<file path="src/rtl/spi_sub_rx_if.sv">
// spi_sub_rx_if: bundle of the SPI line inputs, the consumer acknowledge and
// the received-word outputs of spi_sub_rx.
//   master modport: drives sclk/mosi/csb/ack, observes the receiver outputs.
//   slave  modport: the receiver side (spi_sub_rx).
// Signals: sclk, mosi, csb (SPI, mode 0, csb active low), ack (consumer),
//   word_valid, word, pd, sample, pad, frame_err, overrun, busy (receiver).
interface spi_sub_rx_if #(
    parameter int WORD_WIDTH = 16,
    parameter int WAVE_W     = 12,
    parameter int PAD_W      = 2
);
    logic                  sclk;
    logic                  mosi;
    logic                  csb;
    logic                  ack;
    logic                  word_valid;
    logic [WORD_WIDTH-1:0] word;
    logic [1:0]            pd;
    logic [WAVE_W-1:0]     sample;
    logic [PAD_W-1:0]      pad;
    logic                  frame_err;
    logic                  overrun;
    logic                  busy;

    modport master (
        output sclk, mosi, csb, ack,
        input  word_valid, word, pd, sample, pad, frame_err, overrun, busy
    );

    modport slave (
        input  sclk, mosi, csb, ack,
        output word_valid, word, pd, sample, pad, frame_err, overrun, busy
    );
endinterface

</file>
<file path="src/rtl/spi_sub_rx.sv">
// spi_sub_rx: SPI subordinate receiver. Oversamples sclk/mosi/csb on sys_clk,
// deserializes MSB-first frames of WORD_WIDTH bits and presents each good
// word as {pd, sample, pad} through a valid/ack handshake.
// Ports:
//   sys_clk  system clock (rising edge)
//   rst      asynchronous active-high reset
//   bus      spi_sub_rx_if.slave: sclk, mosi, csb, ack in;
//            word_valid, word, pd, sample, pad, frame_err, overrun, busy out
module spi_sub_rx #(
    parameter int WORD_WIDTH  = 16,
    parameter int WAVE_W      = 12,
    parameter int PAD_W       = 2,
    parameter int SYNC_STAGES = 2
) (
    input logic         sys_clk,
    input logic         rst,
    spi_sub_rx_if.slave bus
);
    localparam int CNT_W = $clog2(WORD_WIDTH + 2);
    localparam logic [CNT_W-1:0] CNT_FULL = CNT_W'(WORD_WIDTH);
    localparam logic [CNT_W-1:0] CNT_SAT  = CNT_W'(WORD_WIDTH + 1);

    generate
        if (WORD_WIDTH != 2 + WAVE_W + PAD_W) begin : g_bad_width
            $error("spi_sub_rx: WORD_WIDTH must equal 2+WAVE_W+PAD_W");
        end
        if (SYNC_STAGES < 2) begin : g_bad_sync
            $error("spi_sub_rx: SYNC_STAGES must be at least 2");
        end
    endgenerate

    typedef enum logic {IDLE, SHIFT} state_t;

    logic [SYNC_STAGES-1:0] sclk_sync_q, mosi_sync_q, csb_sync_q;
    logic                   sclk_q, csb_q;
    // settled_q[k] marks that sync stage k (and stage SYNC_STAGES = csb_q)
    // holds a real line sample rather than its reset value.
    logic [SYNC_STAGES:0]   settled_q;

    logic sclk_s, mosi_s, csb_s;
    logic sclk_rise, csb_fall, csb_rise;

    state_t                state_q;
    logic [WORD_WIDTH-1:0] shift_q;
    logic [CNT_W-1:0]      count_q;
    logic [WORD_WIDTH-1:0] word_q;
    logic                  word_valid_q;
    logic                  frame_err_q;
    logic                  overrun_q;

    always_ff @(posedge sys_clk or posedge rst) begin
        if (rst) begin
            sclk_sync_q <= '0;
            mosi_sync_q <= '0;
            csb_sync_q  <= '1;
            sclk_q      <= 1'b0;
            csb_q       <= 1'b1;
            settled_q   <= '0;
        end else begin
            sclk_sync_q <= {sclk_sync_q[SYNC_STAGES-2:0], bus.sclk};
            mosi_sync_q <= {mosi_sync_q[SYNC_STAGES-2:0], bus.mosi};
            csb_sync_q  <= {csb_sync_q[SYNC_STAGES-2:0], bus.csb};
            sclk_q      <= sclk_s;
            csb_q       <= csb_s;
            settled_q   <= {settled_q[SYNC_STAGES-1:0], 1'b1};
        end
    end

    assign sclk_s    = sclk_sync_q[SYNC_STAGES-1];
    assign mosi_s    = mosi_sync_q[SYNC_STAGES-1];
    assign csb_s     = csb_sync_q[SYNC_STAGES-1];
    assign sclk_rise = sclk_s & ~sclk_q;
    // A falling csb is only believed once csb_q carries a real sample, so a
    // csb that was already low when reset released does not open a frame.
    assign csb_fall  = ~csb_s & csb_q & settled_q[SYNC_STAGES];
    assign csb_rise  = csb_s & ~csb_q;

    always_ff @(posedge sys_clk or posedge rst) begin
        if (rst) begin
            state_q      <= IDLE;
            shift_q      <= '0;
            count_q      <= '0;
            word_q       <= '0;
            word_valid_q <= 1'b0;
            frame_err_q  <= 1'b0;
            overrun_q    <= 1'b0;
        end else begin
            frame_err_q <= 1'b0;
            if (bus.ack) begin
                word_valid_q <= 1'b0;
                overrun_q    <= 1'b0;
            end
            case (state_q)
                IDLE: begin
                    if (csb_fall) begin
                        shift_q <= '0;
                        count_q <= '0;
                        state_q <= SHIFT;
                    end
                end
                SHIFT: begin
                    // csb rise takes priority; a coincident sclk edge is dropped.
                    if (csb_rise) begin
                        state_q <= IDLE;
                        if (count_q == CNT_FULL) begin
                            word_q       <= shift_q;
                            word_valid_q <= 1'b1;
                            if (word_valid_q && !bus.ack) begin
                                overrun_q <= 1'b1;
                            end
                        end else begin
                            frame_err_q <= 1'b1;
                        end
                    end else if (sclk_rise) begin
                        shift_q <= {shift_q[WORD_WIDTH-2:0], mosi_s};
                        // Saturating past WORD_WIDTH keeps an over-long frame bad.
                        if (count_q != CNT_SAT) begin
                            count_q <= count_q + 1'b1;
                        end
                    end
                end
                default: state_q <= IDLE;
            endcase
        end
    end

    assign bus.word_valid = word_valid_q;
    assign bus.word       = word_q;
    assign bus.pd         = word_q[WORD_WIDTH-1:WORD_WIDTH-2];
    assign bus.sample     = word_q[WAVE_W+PAD_W-1:PAD_W];
    assign bus.pad        = word_q[PAD_W-1:0];
    assign bus.frame_err  = frame_err_q;
    assign bus.overrun    = overrun_q;
    assign bus.busy       = ~csb_s;
endmodule

</file>
<file path="src/flat_wrapper.sv">
// flat-port wrapper written by rule: the top's interface ports become plain ports
module spi_sub_rx_flat 
#(
    parameter int WORD_WIDTH  = 16,
    parameter int WAVE_W      = 12,
    parameter int PAD_W       = 2,
    parameter int SYNC_STAGES = 2
)
  (sys_clk, rst, bus_sclk, bus_mosi, bus_csb, bus_ack, bus_word_valid, bus_word, bus_pd, bus_sample, bus_pad, bus_frame_err, bus_overrun, bus_busy);
  spi_sub_rx_if #(.WORD_WIDTH(WORD_WIDTH), .WAVE_W(WAVE_W), .PAD_W(PAD_W)) bus_i ();
  input logic sys_clk;
  input logic rst;
  input wire logic [$bits(bus_i.sclk)-1:0] bus_sclk;
  input wire logic [$bits(bus_i.mosi)-1:0] bus_mosi;
  input wire logic [$bits(bus_i.csb)-1:0] bus_csb;
  input wire logic [$bits(bus_i.ack)-1:0] bus_ack;
  output wire logic [$bits(bus_i.word_valid)-1:0] bus_word_valid;
  output wire logic [$bits(bus_i.word)-1:0] bus_word;
  output wire logic [$bits(bus_i.pd)-1:0] bus_pd;
  output wire logic [$bits(bus_i.sample)-1:0] bus_sample;
  output wire logic [$bits(bus_i.pad)-1:0] bus_pad;
  output wire logic [$bits(bus_i.frame_err)-1:0] bus_frame_err;
  output wire logic [$bits(bus_i.overrun)-1:0] bus_overrun;
  output wire logic [$bits(bus_i.busy)-1:0] bus_busy;
  assign bus_i.sclk = bus_sclk;
  assign bus_i.mosi = bus_mosi;
  assign bus_i.csb = bus_csb;
  assign bus_i.ack = bus_ack;
  assign bus_word_valid = bus_i.word_valid;
  assign bus_word = bus_i.word;
  assign bus_pd = bus_i.pd;
  assign bus_sample = bus_i.sample;
  assign bus_pad = bus_i.pad;
  assign bus_frame_err = bus_i.frame_err;
  assign bus_overrun = bus_i.overrun;
  assign bus_busy = bus_i.busy;
  spi_sub_rx #(.WORD_WIDTH(WORD_WIDTH), .WAVE_W(WAVE_W), .PAD_W(PAD_W), .SYNC_STAGES(SYNC_STAGES)) u_core (.sys_clk(sys_clk), .rst(rst), .bus(bus_i));
endmodule
</file>
<file path="config.mk">
export PLATFORM = sky130hd
export DESIGN_NAME = spi_sub_rx_flat
export DESIGN_NICKNAME = d
export VERILOG_FILES = /design/src/rtl/spi_sub_rx_if.sv /design/src/rtl/spi_sub_rx.sv /design/src/flat_wrapper.sv
export SDC_FILE = /design/constraint.sdc
export NUM_CORES = 1
export LEC_CHECK = 0
export CORE_UTILIZATION = 50
export DETAILED_ROUTE_END_ITERATION = 16
export HOLD_SLACK_MARGIN = 0.06
export MAX_ROUTING_LAYER = met4
export PLACE_DENSITY_LB_ADDON = 0.08
export SLEW_MARGIN = 20
export SYNTH_ARGS = -nofsm -noshare
export SYNTH_HDL_FRONTEND = slang
export SYNTH_SLANG_ARGS = --single-unit
export TNS_END_PERCENT = 1
</file>
<file path="constraint.sdc">
create_clock -name sys_clk -period 2.55 [get_ports sys_clk]
set_input_delay 0.6375 -clock sys_clk [delete_from_list [all_inputs] [get_ports sys_clk]]
set_output_delay 0.6375 -clock sys_clk [all_outputs]
set_load 0.1 [all_outputs]
</file>
==> results.md <==
* Sequential-to-total area share from yosys stat at 0.614
* Sw Share at 0.221
* Post-place setup slack at 0.724 ns
* Reg2reg setup slack at 0.70 ns
* Compound-cell area share of the yosys netlist at 0.0689
* Core box area at 0.00403 mm^2
* Clk_lat worst skew at 0.30 ns
* Flops & latches, synth at 52
* Filler Cells Inserted at 337
* Root Driver: clkbuf_8
* Total congestion overflow at 0
* Post-route DRC at 0
* Initial antenna violation count at 0
* RSZ-0062 raised after global routing: false
* Total power divided by cell area at 653 mW/mm^2
* Multi-input logic area at about 650 um^2
* CP Cell Sequence: buf_4 -> nand3b_1 -> nor4_4 -> buf_4 -> mux2_2
* Final Hold Viols at 0
* CP Class: flop to flop
* Synth top area cells: dfrtp_1 (58%), mux2_2 (7.9%), nand2_1 (6.5%)
* Clk pwr share at 0.386
* ANT nets after route at 0
* Maximum Capacitance Violations at 0
* CP Capture Type: flop
* Most common cell in the netlist: dfrtp_1
* Critical path arrival at roughly 2 ns
* Most frequent cells after synthesis: dfrtp_1 (49), nand2_1 (37), buf_4 (16), o21ai_0 (16), mux2_2 (15)
* TritonRoute pass-1 iters at 5
* Worst slew margin at 0.644
* Synth cell types at 30
* Max-slew violations at 0
* Tightest Hold Check Type: flop to flop
* Wire per inst at 13.4 um
* Layout area overhead at 19.0%
* Reg area at 0.00131 mm^2
* Synth top area share at 0.577
* Slowest cell on crit path: dfrtp_1
* Cell mode on critical path: buf_4
* Maximum clock path buffer count at 2
* Final setup TNS at 0 ns
* Routed vias/inst at 5.27
* Share of synthesized registers carrying an async set or reset at 1.00
* Int Pwr at 1290 uW
* Total number of vias at 1387
* Switch Pwr at 366 uW
* Placed cell count at ~260
* First-pass GRT wire length at 5810 um
* Ys Warns at 0
* GP Congestion at 0.816
* Syn Nets at a little under 200
* Die X at 67.2 um
* Prevailing post-synth register cell: dfrtp_1
* All-Layer GR Usage at 0.185
* Placement Rows at 23
* Worst path max stage delay at ~0.48 ns
* Mean Syn Cell Area at 11.5 um^2
* Combinational share of power at 0.079
* Utilization after layout at 0.628
* Layout cell share with drive strength beyond 1 at 0.324
* Critical path required time at roughly 2.7 ns
* Sequential share of power at 0.535
* CTS tree: yes
* Crit start category: flop
* Post-Synth Simple-Gate Area at 0.124
* Post-synth EDFFs at 0
* H-tree levels at 2
* Final Cycle Share at 0.726
* Post-CTS Setup Bufs at 0
* Boundary Pins at 42
* Worst-margin pin slew at between 0.5 and 0.6 ns
* Post-Synth Adder-Cell Area at 0.0177
* Clk pin slew, worst setup/hold paths at 0.09 ns
* Max Freq at 540 MHz
* Vias in the first global route at approximately 1300
* Cell taking the most area after synthesis: dfrtp_1
* Iter 0 DRT Violations at 48
* CP Max Fanout at 18
* Height of the die at 67.2 um
* Pin count of the biggest net entering global routing at 34
* Ant diodes at 0
* Setup ws final at 0.700 ns
* Clock Skew at 0.00864 ns
* Largest family of logic cells by synthesized area: simple AND/OR/NAND/NOR gates
* Clock sink count at 52
* Mux share of post-synthesis cell area at 0.0895
* Final nets at 222
* Count of port buffers added during placement at 41
* Pleak at between 0.001 and 0.0015 uW
* DPL Wire Length at 2390 um
* Status: completed
* # hold bufs at CTS at 0
* Final setup fails at 0
* Final wirelength at approximately 3500 um
* Synth Area in XOR/XNOR at 0
* Min Tclk post-route at between 1.5 and 2 ns
* Die ar. at 0.00452 mm^2
* Post-Synthesis Cells at 185
* Post-CTS sizing at 0
* CTS Buf Count at 5
* Mapped cell area at 0.00213 mm^2
* Layout Cells excl Fill at 263
* Max VDD drop at 396 uV
* Hold_ws at between 0.3 and 0.4 ns
* Initial Util at 0.528
cell families after synthesis:
family,Yosys count
other cells,1
flops,52
buf+inv,30
fa+ha+maj,3
simple gates,56
compound gates,26
mux,17
metrics by stage:
stage	total power [uW]	area, um^2
final	1650	2530
after global routing	1730	2530
after CTS	1680	2530
after detailed placement	1030	2400
after global placement	1020	2400
after floorplan	986	2130
power groups by stage:
stage          logic, uW  registers [uW]  clock network (uW)
3_3_place_gp         127             897                   0
5_1_grt              148             889                 693
2_1_floorplan       92.0             894                   0
4_1_cts              133             883                 662
6_report             131             883                 638
3_5_place_dp         133             899                   0
cell type report:
cell class | instances | share of cell area
inverters | 6 | 0.00891
multi-input cells | 103 | 0.256
flip-flops and latches | 52 | 0.516
clock inverters | 2 | 0.0238
repair buffers | 45 | 0.143
clock buffers | 5 | 0.0272
well taps | 50 | 0.0247
routing by layer:
layer  wire [um]  track usage
met4          68       0.0851
met1        1580        0.231
met3         192       0.0557
met5           0            -
met2        1680        0.276
sequential cells by signal (all words and copies together), names as in the netlist:
signal,count
u_core.bus.frame_err,1
u_core.bus.overrun,1
u_core.bus.word,16
u_core.bus.word_valid,1
u_core.count_q,5
u_core.csb_q,1
u_core.csb_sync_q,2
u_core.mosi_sync_q,2
u_core.sclk_q,1
u_core.sclk_sync_q,2
u_core.settled_q,3
u_core.shift_q,16
u_core.state_q,1
final timing paths:
path,start,to,depth (start not counted)
max,u_core.state_q$_DFF_PP0_,u_core.bus.word[2]$_DFFE_PP0P_,5
min,u_core.sclk_sync_q[0]$_DFF_PP0_,u_core.sclk_sync_q[1]$_DFF_PP0_,0
max reg2reg,u_core.state_q$_DFF_PP0_,u_core.bus.word[2]$_DFFE_PP0P_,5
min reg2reg,u_core.sclk_sync_q[0]$_DFF_PP0_,u_core.sclk_sync_q[1]$_DFF_PP0_,0
max in group asynchronous,rst,u_core.bus.word[1]$_DFFE_PP0P_,3
min in group asynchronous,rst,u_core.state_q$_DFF_PP0_,2
cells in the final DEF (no fill, tap or decap), drive strengths merged:
cell type,n
o31ai,2
clkbuf,5
a21oi,2
o22ai,1
dfrtp,49
nor2b,1
nor3,1
buf,40
o211ai,2
nand2b,1
nand3b,2
conb,1
nor2,4
o21ai,16
nand3,4
mux2,16
ha,3
bufinv,2
a31oi,2
nor4bb,1
or2,1
nor4,1
a21o,1
or3,1
nand4,2
mux2i,1
nand2,37
dfstp,3
inv,6
clkdlybuf4s50,5
worst max-delay path, delay by kind of cell (launching register included):
kind,cells,cell delay [ns]
buffers and inverters,2,0.56
DFF,1,0.48
muxes,1,0.37
and+or+nand+nor,2,0.32
(Power assumes the default switching activity.)
